<file path="src/rtl/axi4_to_axis_ipv4_reader.sv">
// AXI4 read master that fetches one stored IPv4 packet and replays it as
// an AXI-Stream packet. The header beat is read first to learn the IPv4
// Total Length. The rest of the packet is then fetched in INCR bursts that
// never exceed MAX_BURST beats and never cross a 4 KB page.
//
// Handshake rule on every channel: a transfer happens on a rising clk edge
// where valid and ready are both high. A valid raised by this block (arvalid,
// tvalid) is held, with stable payload, until its ready is seen. In DATA_R the
// R channel is forwarded combinationally: tvalid follows rvalid and rready
// follows tready, so one R beat moves on each R/AXIS handshake.
module axi4_to_axis_ipv4_reader #(
  parameter int ADDR_WIDTH = 32,
  parameter int DATA_WIDTH = 512,
  parameter int ID_WIDTH   = 4,
  parameter int MAX_BURST  = 16
) (
  input  logic                    clk,
  input  logic                    rst_n,
  input  logic [ADDR_WIDTH-1:0]   cmd_addr,
  input  logic                    cmd_valid,
  output logic                    cmd_ready,
  output logic [ID_WIDTH-1:0]     m_axi_arid,
  output logic [ADDR_WIDTH-1:0]   m_axi_araddr,
  output logic [7:0]              m_axi_arlen,
  output logic [2:0]              m_axi_arsize,
  output logic [1:0]              m_axi_arburst,
  output logic                    m_axi_arvalid,
  input  logic                    m_axi_arready,
  input  logic [ID_WIDTH-1:0]     m_axi_rid,
  input  logic [DATA_WIDTH-1:0]   m_axi_rdata,
  input  logic [1:0]              m_axi_rresp,
  input  logic                    m_axi_rlast,
  input  logic                    m_axi_rvalid,
  output logic                    m_axi_rready,
  output logic [DATA_WIDTH-1:0]   m_axis_tdata,
  output logic [DATA_WIDTH/8-1:0] m_axis_tkeep,
  output logic                    m_axis_tvalid,
  input  logic                    m_axis_tready,
  output logic                    m_axis_tlast,
  output logic                    done,
  output logic                    err
);

  localparam int BEAT_BYTES = DATA_WIDTH / 8;
  localparam int BB_LOG     = $clog2(BEAT_BYTES);
  localparam logic [BEAT_BYTES-1:0] KEEP_ONE = {{(BEAT_BYTES-1){1'b0}}, 1'b1};

  typedef enum logic [2:0] {
    S_IDLE    = 3'd0,
    S_HDR_AR  = 3'd1,
    S_HDR_R   = 3'd2,
    S_HDR_OUT = 3'd3,
    S_DATA_AR = 3'd4,
    S_DATA_R  = 3'd5,
    S_DONE    = 3'd6
  } state_t;

  state_t                  state, state_nxt;
  logic [ADDR_WIDTH-1:0]   addr_q;
  logic [DATA_WIDTH-1:0]   hdr_q;
  logic [10:0]             beats_left;
  logic [BEAT_BYTES-1:0]   keep_last_q;

  // Header decode: IPv4 Total Length sits in bytes 2..3, network order.
  logic [15:0]             hdr_len;
  logic [16:0]             len_round;
  logic [10:0]             hdr_beats;
  logic                    hdr_short;
  logic [BB_LOG-1:0]       hdr_rem;
  logic [BEAT_BYTES-1:0]   keep_calc;

  assign hdr_len   = {m_axi_rdata[23:16], m_axi_rdata[31:24]};
  assign len_round = {1'b0, hdr_len} + 17'(BEAT_BYTES - 1);
  assign hdr_beats = 11'(len_round >> BB_LOG);
  assign hdr_short = (hdr_len < 16'd20);
  assign hdr_rem   = hdr_len[BB_LOG-1:0];
  assign keep_calc = (hdr_rem == '0) ? '1 : ((KEEP_ONE << hdr_rem) - KEEP_ONE);

  // Beats remaining before the next 4 KB page boundary.
  logic [12:0]             page_beats;
  logic [12:0]             blen;

  assign page_beats = (13'd4096 - {1'b0, addr_q[11:0]}) >> BB_LOG;

  // Burst length: the smallest of the burst cap, the remaining beats and the page room.
  always_comb begin
    blen = 13'(MAX_BURST);
    if ({2'b00, beats_left} < blen) blen = {2'b00, beats_left};
    if (page_beats < blen) blen = page_beats;
  end

  assign m_axi_arid    = '0;
  assign m_axi_arsize  = 3'(BB_LOG);
  assign m_axi_arburst = 2'b01;

  // Response ID is not used: only one burst is ever outstanding.
  logic unused_rid;
  assign unused_rid = ^m_axi_rid;

  // State register plus the address, header and beat bookkeeping.
  always_ff @(posedge clk or negedge rst_n) begin
    if (!rst_n) begin
      state       <= S_IDLE;
      addr_q      <= '0;
      hdr_q       <= '0;
      beats_left  <= '0;
      keep_last_q <= '1;
    end else begin
      state <= state_nxt;
      case (state)
        S_IDLE: begin
          if (cmd_valid) addr_q <= cmd_addr;
        end
        S_HDR_R: begin
          if (m_axi_rvalid) begin
            hdr_q  <= m_axi_rdata;
            addr_q <= addr_q + ADDR_WIDTH'(BEAT_BYTES);
            if (hdr_short) begin
              // A bogus length is not trusted: only the header goes out.
              beats_left  <= '0;
              keep_last_q <= '1;
            end else begin
              beats_left  <= hdr_beats - 11'd1;
              keep_last_q <= keep_calc;
            end
          end
        end
        S_DATA_AR: begin
          if (m_axi_arready) begin
            addr_q     <= addr_q + (ADDR_WIDTH'(blen) << BB_LOG);
            beats_left <= beats_left - blen[10:0];
          end
        end
        default: ;
      endcase
    end
  end

  // Next-state and all handshake / stream outputs, decoded from the state.
  always_comb begin
    state_nxt     = state;
    cmd_ready     = 1'b0;
    m_axi_arvalid = 1'b0;
    m_axi_araddr  = '0;
    m_axi_arlen   = '0;
    m_axi_rready  = 1'b0;
    m_axis_tdata  = '0;
    m_axis_tkeep  = '0;
    m_axis_tvalid = 1'b0;
    m_axis_tlast  = 1'b0;
    done          = 1'b0;
    err           = 1'b0;
    case (state)
      S_IDLE: begin
        cmd_ready = 1'b1;
        if (cmd_valid) state_nxt = S_HDR_AR;
      end
      S_HDR_AR: begin
        m_axi_arvalid = 1'b1;
        m_axi_araddr  = addr_q;
        if (m_axi_arready) state_nxt = S_HDR_R;
      end
      S_HDR_R: begin
        m_axi_rready = 1'b1;
        if (m_axi_rvalid) begin
          err       = (m_axi_rresp != 2'b00) || hdr_short;
          state_nxt = S_HDR_OUT;
        end
      end
      S_HDR_OUT: begin
        m_axis_tvalid = 1'b1;
        m_axis_tdata  = hdr_q;
        m_axis_tlast  = (beats_left == '0);
        m_axis_tkeep  = m_axis_tlast ? keep_last_q : '1;
        if (m_axis_tready) state_nxt = (beats_left == '0) ? S_DONE : S_DATA_AR;
      end
      S_DATA_AR: begin
        m_axi_arvalid = 1'b1;
        m_axi_araddr  = addr_q;
        m_axi_arlen   = 8'(blen - 13'd1);
        if (m_axi_arready) state_nxt = S_DATA_R;
      end
      S_DATA_R: begin
        m_axis_tdata  = m_axi_rdata;
        m_axis_tvalid = m_axi_rvalid;
        m_axi_rready  = m_axis_tready;
        m_axis_tlast  = m_axi_rlast && (beats_left == '0);
        m_axis_tkeep  = m_axis_tlast ? keep_last_q : '1;
        if (m_axi_rvalid && m_axis_tready) begin
          err = (m_axi_rresp != 2'b00);
          if (m_axi_rlast) state_nxt = (beats_left == '0) ? S_DONE : S_DATA_AR;
        end
      end
      S_DONE: begin
        done      = 1'b1;
        state_nxt = S_IDLE;
      end
      default: state_nxt = S_IDLE;
    endcase
  end

endmodule

</file>
<file path="config.mk">
export PLATFORM = sky130hd
export DESIGN_NAME = axi4_to_axis_ipv4_reader
export DESIGN_NICKNAME = d
export VERILOG_FILES = /design/src/rtl/axi4_to_axis_ipv4_reader.sv
export SDC_FILE = /design/constraint.sdc
export NUM_CORES = 2
export LEC_CHECK = 0
export BUFFER_PORTS_ARGS = -buffer_cell sky130_fd_sc_hd__buf_2
export CORE_AREA = 3 3 464 466
export DETAILED_ROUTE_END_ITERATION = 8
export DIE_AREA = 0 0 467 469
export PLACE_DENSITY = 0.35
export SYNTH_ARGS = -nofsm -noshare
export SYNTH_HDL_FRONTEND = slang
export SYNTH_SLANG_ARGS = --single-unit
</file>
<file path="constraint.sdc">
create_clock -name clk -period 6.4 [get_ports clk]
set_input_delay 0.32 -clock clk [delete_from_list [all_inputs] [get_ports clk]]
set_output_delay 0.32 -clock clk [all_outputs]
set_load 0.02 [all_outputs]
</file>
==> results.json <==
{
  "cts_made_buffers": 89,
  "worstSkewPairLatency_ns": 0.73,
  "synthCells": 3843,
  "ir_worst_vdd_uv": 277,
  "cts_tree": "built",
  "grt_start_max_net_pins": 164,
  "drc": 0,
  "swShare_pct": 44.0,
  "worstSetupEndpointType": "flip-flop",
  "hpwlAfterDp_um": 137000,
  "final_hold_viol_count": 0,
  "power_switching_mw": 9.72,
  "combPwrFrac_pct": 44.6,
  "ff2ff_path_depth": 21,
  "avgSynthCellArea_um2": 8.44,
  "drt-total-wl_um": 187000,
  "seqPwrFrac_pct": 31.4,
  "worst_slew_pin_slew_ns": 1.25,
  "path_max_fanout": 10,
  "synthSimpleGateAreaFrac_pct": 23.9,
  "slew_viol_final": 0,
  "vias": 34700,
  "ys_seq_elements": 622,
  "synth_xor_area_share_pct": 1.11,
  "ys.flop_type": "dfrtp_1",
  "yosys.area_share.adder_pct": 1.24,
  "clockBufferDepth": 3,
  "dieWidth_um": 467,
  "synth-edff-count": 0,
  "grt_pass1_vias": 34600,
  "num_io_pins": 1189,
  "final_cell_area_um2": 49900,
  "globalRouteTotalUtil_pct": 16.3,
  "power.density_nw_per_um2": 443,
  "synth_top_area_share_pct": 43.1,
  "p_int_mw": 12.4,
  "synth_top_family_by_area": "simple AND/OR/NAND/NOR gates",
  "ys_warn_count": 0,
  "core_area_um2": 212000,
  "syn-cell-area_um2": 32400,
  "fin_nets": 5993,
  "hold_path.class": "in -> async",
  "synth-compound-area-share_pct": 21.0,
  "timing.final.crit_share_pct": 92.4,
  "outcome": "finished, final reports clean",
  "synthArstFlopShare_pct": 100,
  "die-height_um": 469,
  "setup_viol": 0,
  "overflow": 0,
  "yosysTopAreaCell": "dfrtp_1",
  "ant_nets": 0,
  "drive_gt1_share_pct": 26.7,
  "h-tree-depth": 3,
  "synth_area_leaders": "dfrtp_1 43%, nand2_1 19%, a22o_1 14%, dfstp_2 5.2%, clkbuf_1 3.1%",
  "antenna_found_initial": 88,
  "io_buffer_count": 1175,
  "max_freq_mhz": 169,
  "initial_utilization_pct": 15.3,
  "synthMuxAreaShare_pct": 0.386,
  "p_clk_share_pct": 24.1,
  "finalSetupTns_ns": 0,
  "post-cts-setup-buffer-count": 0,
  "seq_area_frac_synth_pct": 48.3,
  "p_leak_nw": 25.3,
  "via_per_inst": 4.16,
  "grt_pass1_wl_um": 263000,
  "wl_per_cell_um": 22.4,
  "critPathRequiredTime_ns": 7.03,
  "maxCapViolations": 0,
  "critPathLaunchType": "flip-flop",
  "drt_iter0_drc": 2472,
  "yosysUniqueCellTypes": 82,
  "fin_worst_skew_ns": 0.0490,
  "totalPowerFinal_mw": 22.1,
  "crit_arrival_ns": 6.54,
  "crit_type": "reg -> reg",
  "rows": 169,
  "rsz0062_at_grt": "false",
  "syn2layout_area_growth_pct": 54.1,
  "clk_pin_slew_worst_paths_ns": 0.06,
  "fp.dieArea_um2": 219000,
  "cts.sinks": 622,
  "dr.pass1.iters": 7,
  "placed_area_um2": 41300,
  "min_period_ns": 5.91,
  "root_buffer": "clkbuf_16",
  "place_congestion": 0.835,
  "slew_headroom_pct": 16.9
}
## registers in the layout, indices dropped and copies added (netlist names)
name,flops
addr_q,32
keep_last_q,64
beats_left,11
state,3
hdr_q,512
## cell type report
type,instances,area (um2)
repair buffers,1771,11900
diodes,49,123
clock buffers,132,2580
clock inverters,31,509
multi-input cells,2903,15600
well taps,2821,3530
inverters,18,67.6
flip-flops and latches,622,15600
fillers,23400,162000
## power groups by stage
stage	Clock, mW	Sequential (mW)	Combinational (mW)
after floorplan	0	6.62	6.19
after global placement	0	6.94	9.62
after detailed placement	0	6.97	9.66
after CTS	5.54	6.93	10.0
after global routing	5.67	7.17	10.8
final	5.32	6.94	9.85
## path summary, 6_finish.rpt
kind / from / to / slack, ns
max in group asynchronous: rst_n / hdr_q[490] / 4.64
worst max-delay path: beats_left[7] / addr_q[27] / 0.49
worst max register to register: beats_left[7] / addr_q[27] / 0.49
worst min-delay path: rst_n / hdr_q[246] / 0.13
min in group clk: m_axi_rdata[28] / keep_last_q[21] / 0.14
worst min register to register: hdr_q[222] / hdr_q[222] / 0.47
## cell usage in the layout (no fill, tap or decap), drive strengths merged, types with 8 or more instances in the layout
| cell | Yosys | final |
|---|---|---|
| a21o | 9 | 9 |
| a21oi | 91 | 91 |
| a22o | 511 | 511 |
| a31oi | 10 | 10 |
| and2 | 39 | 39 |
| and3 | 10 | 10 |
| buf | 49 | 1231 |
| bufinv | 0 | 8 |
| clkbuf | 267 | 132 |
| clkinv | 2 | 21 |
| conb | 2 | 18 |
| dfrtp | 558 | 558 |
| dfstp | 64 | 64 |
| diode | 0 | 49 |
| dlygate4sd3 | 0 | 540 |
| ha | 29 | 29 |
| inv | 16 | 18 |
| mux2i | 8 | 8 |
| nand2 | 1647 | 1647 |
| nand2b | 9 | 9 |
| nand3 | 30 | 30 |
| nor2 | 127 | 127 |
| nor2b | 8 | 8 |
| nor3 | 30 | 30 |
| o211ai | 23 | 23 |
| o21a | 77 | 77 |
| o21ai | 44 | 44 |
| o22a | 14 | 14 |
| o22ai | 11 | 11 |
| o311ai | 13 | 13 |
| or3 | 12 | 12 |
| xnor2 | 31 | 31 |
| xor2 | 10 | 10 |
## Yosys cell counts, types with 14 or more instances
cell and n:
o211ai_1 23, nor3_1 29, o22a_1 14, a22o_1 511, clkbuf_1 267, dfstp_2 64
buf_1 24, o21a_1 77, nand2_1 1647, and2_1 37, xnor2_1 31, ha_1 29
nand3_1 30, a21oi_1 90, dfrtp_1 558, o21ai_0 39, nor2_1 127, inv_1 15
buf_2 14
## critical path: stages, from the launching register on
cell and delay [ns]:
dfrtp_1 0.40, or4_1 0.59, nor4_4 0.33, and2_1 0.23, inv_1 0.05, ha_1 0.18, nor3b_1 0.36, o311ai_0 0.22
a32oi_1 0.30, o22ai_2 0.12, a21boi_4 0.36, buf_4 0.23, mux2i_2 0.35, nor2_1 0.10, ha_1 0.38, nand2_1 0.07
a2bb2oi_1 0.15, a211o_1 0.30, a31oi_1 0.27, nand2b_1 0.21, nand3_1 0.28, o311ai_1 0.35
## metrics by stage
step / instances / hold slack [ns] / utilization [%] / setup slack [ns]
floorplan: 3859 / 0.0244 / - / 1.10
global placement: 7595 / 0.354 / 19.5 / 0.409
detailed placement: 7595 / 0.351 / 19.5 / 0.355
CTS: 8298 / 0.0259 / 23.5 / 0.325
global route: 8328 / 0.0811 / 23.6 / 0.0727
finish: 8347 / 0.126 / 23.6 / 0.489
## kinds of logic (layout without fill, tap and decap cells)
| family | count (synthesis) | in the layout |
|---|---|---|
| fa+ha+maj | 31 | 31 |
| other cells | 2 | 67 |
| buf+inv | 334 | 1952 |
| mux | 11 | 11 |
| flops | 622 | 622 |
| xor+xnor | 41 | 41 |
| simple gates | 1949 | 1949 |
| compound gates | 853 | 853 |
## layer usage
metal	part of all wire (%)	vias up	track usage (%)	wire, um
li1	-	16300	-	-
met1	42	17000	20.2	77900
met2	48	1141	27.1	89200
met3	7.9	251	5.41	14800
met4	2.6	40	4.24	4920
met5	0.13	-	0	247
## what timing repair did
| item | in CTS | in global routing |
|---|---|---|
| setup endpoints to repair | 0 | 9 |
| hold buffers | 540 | 0 |
| gates resized for setup | 0 | 1 |
| hold endpoints to repair | 602 | 0 |
No activity file was read; power rests on OpenSTA's default activity.
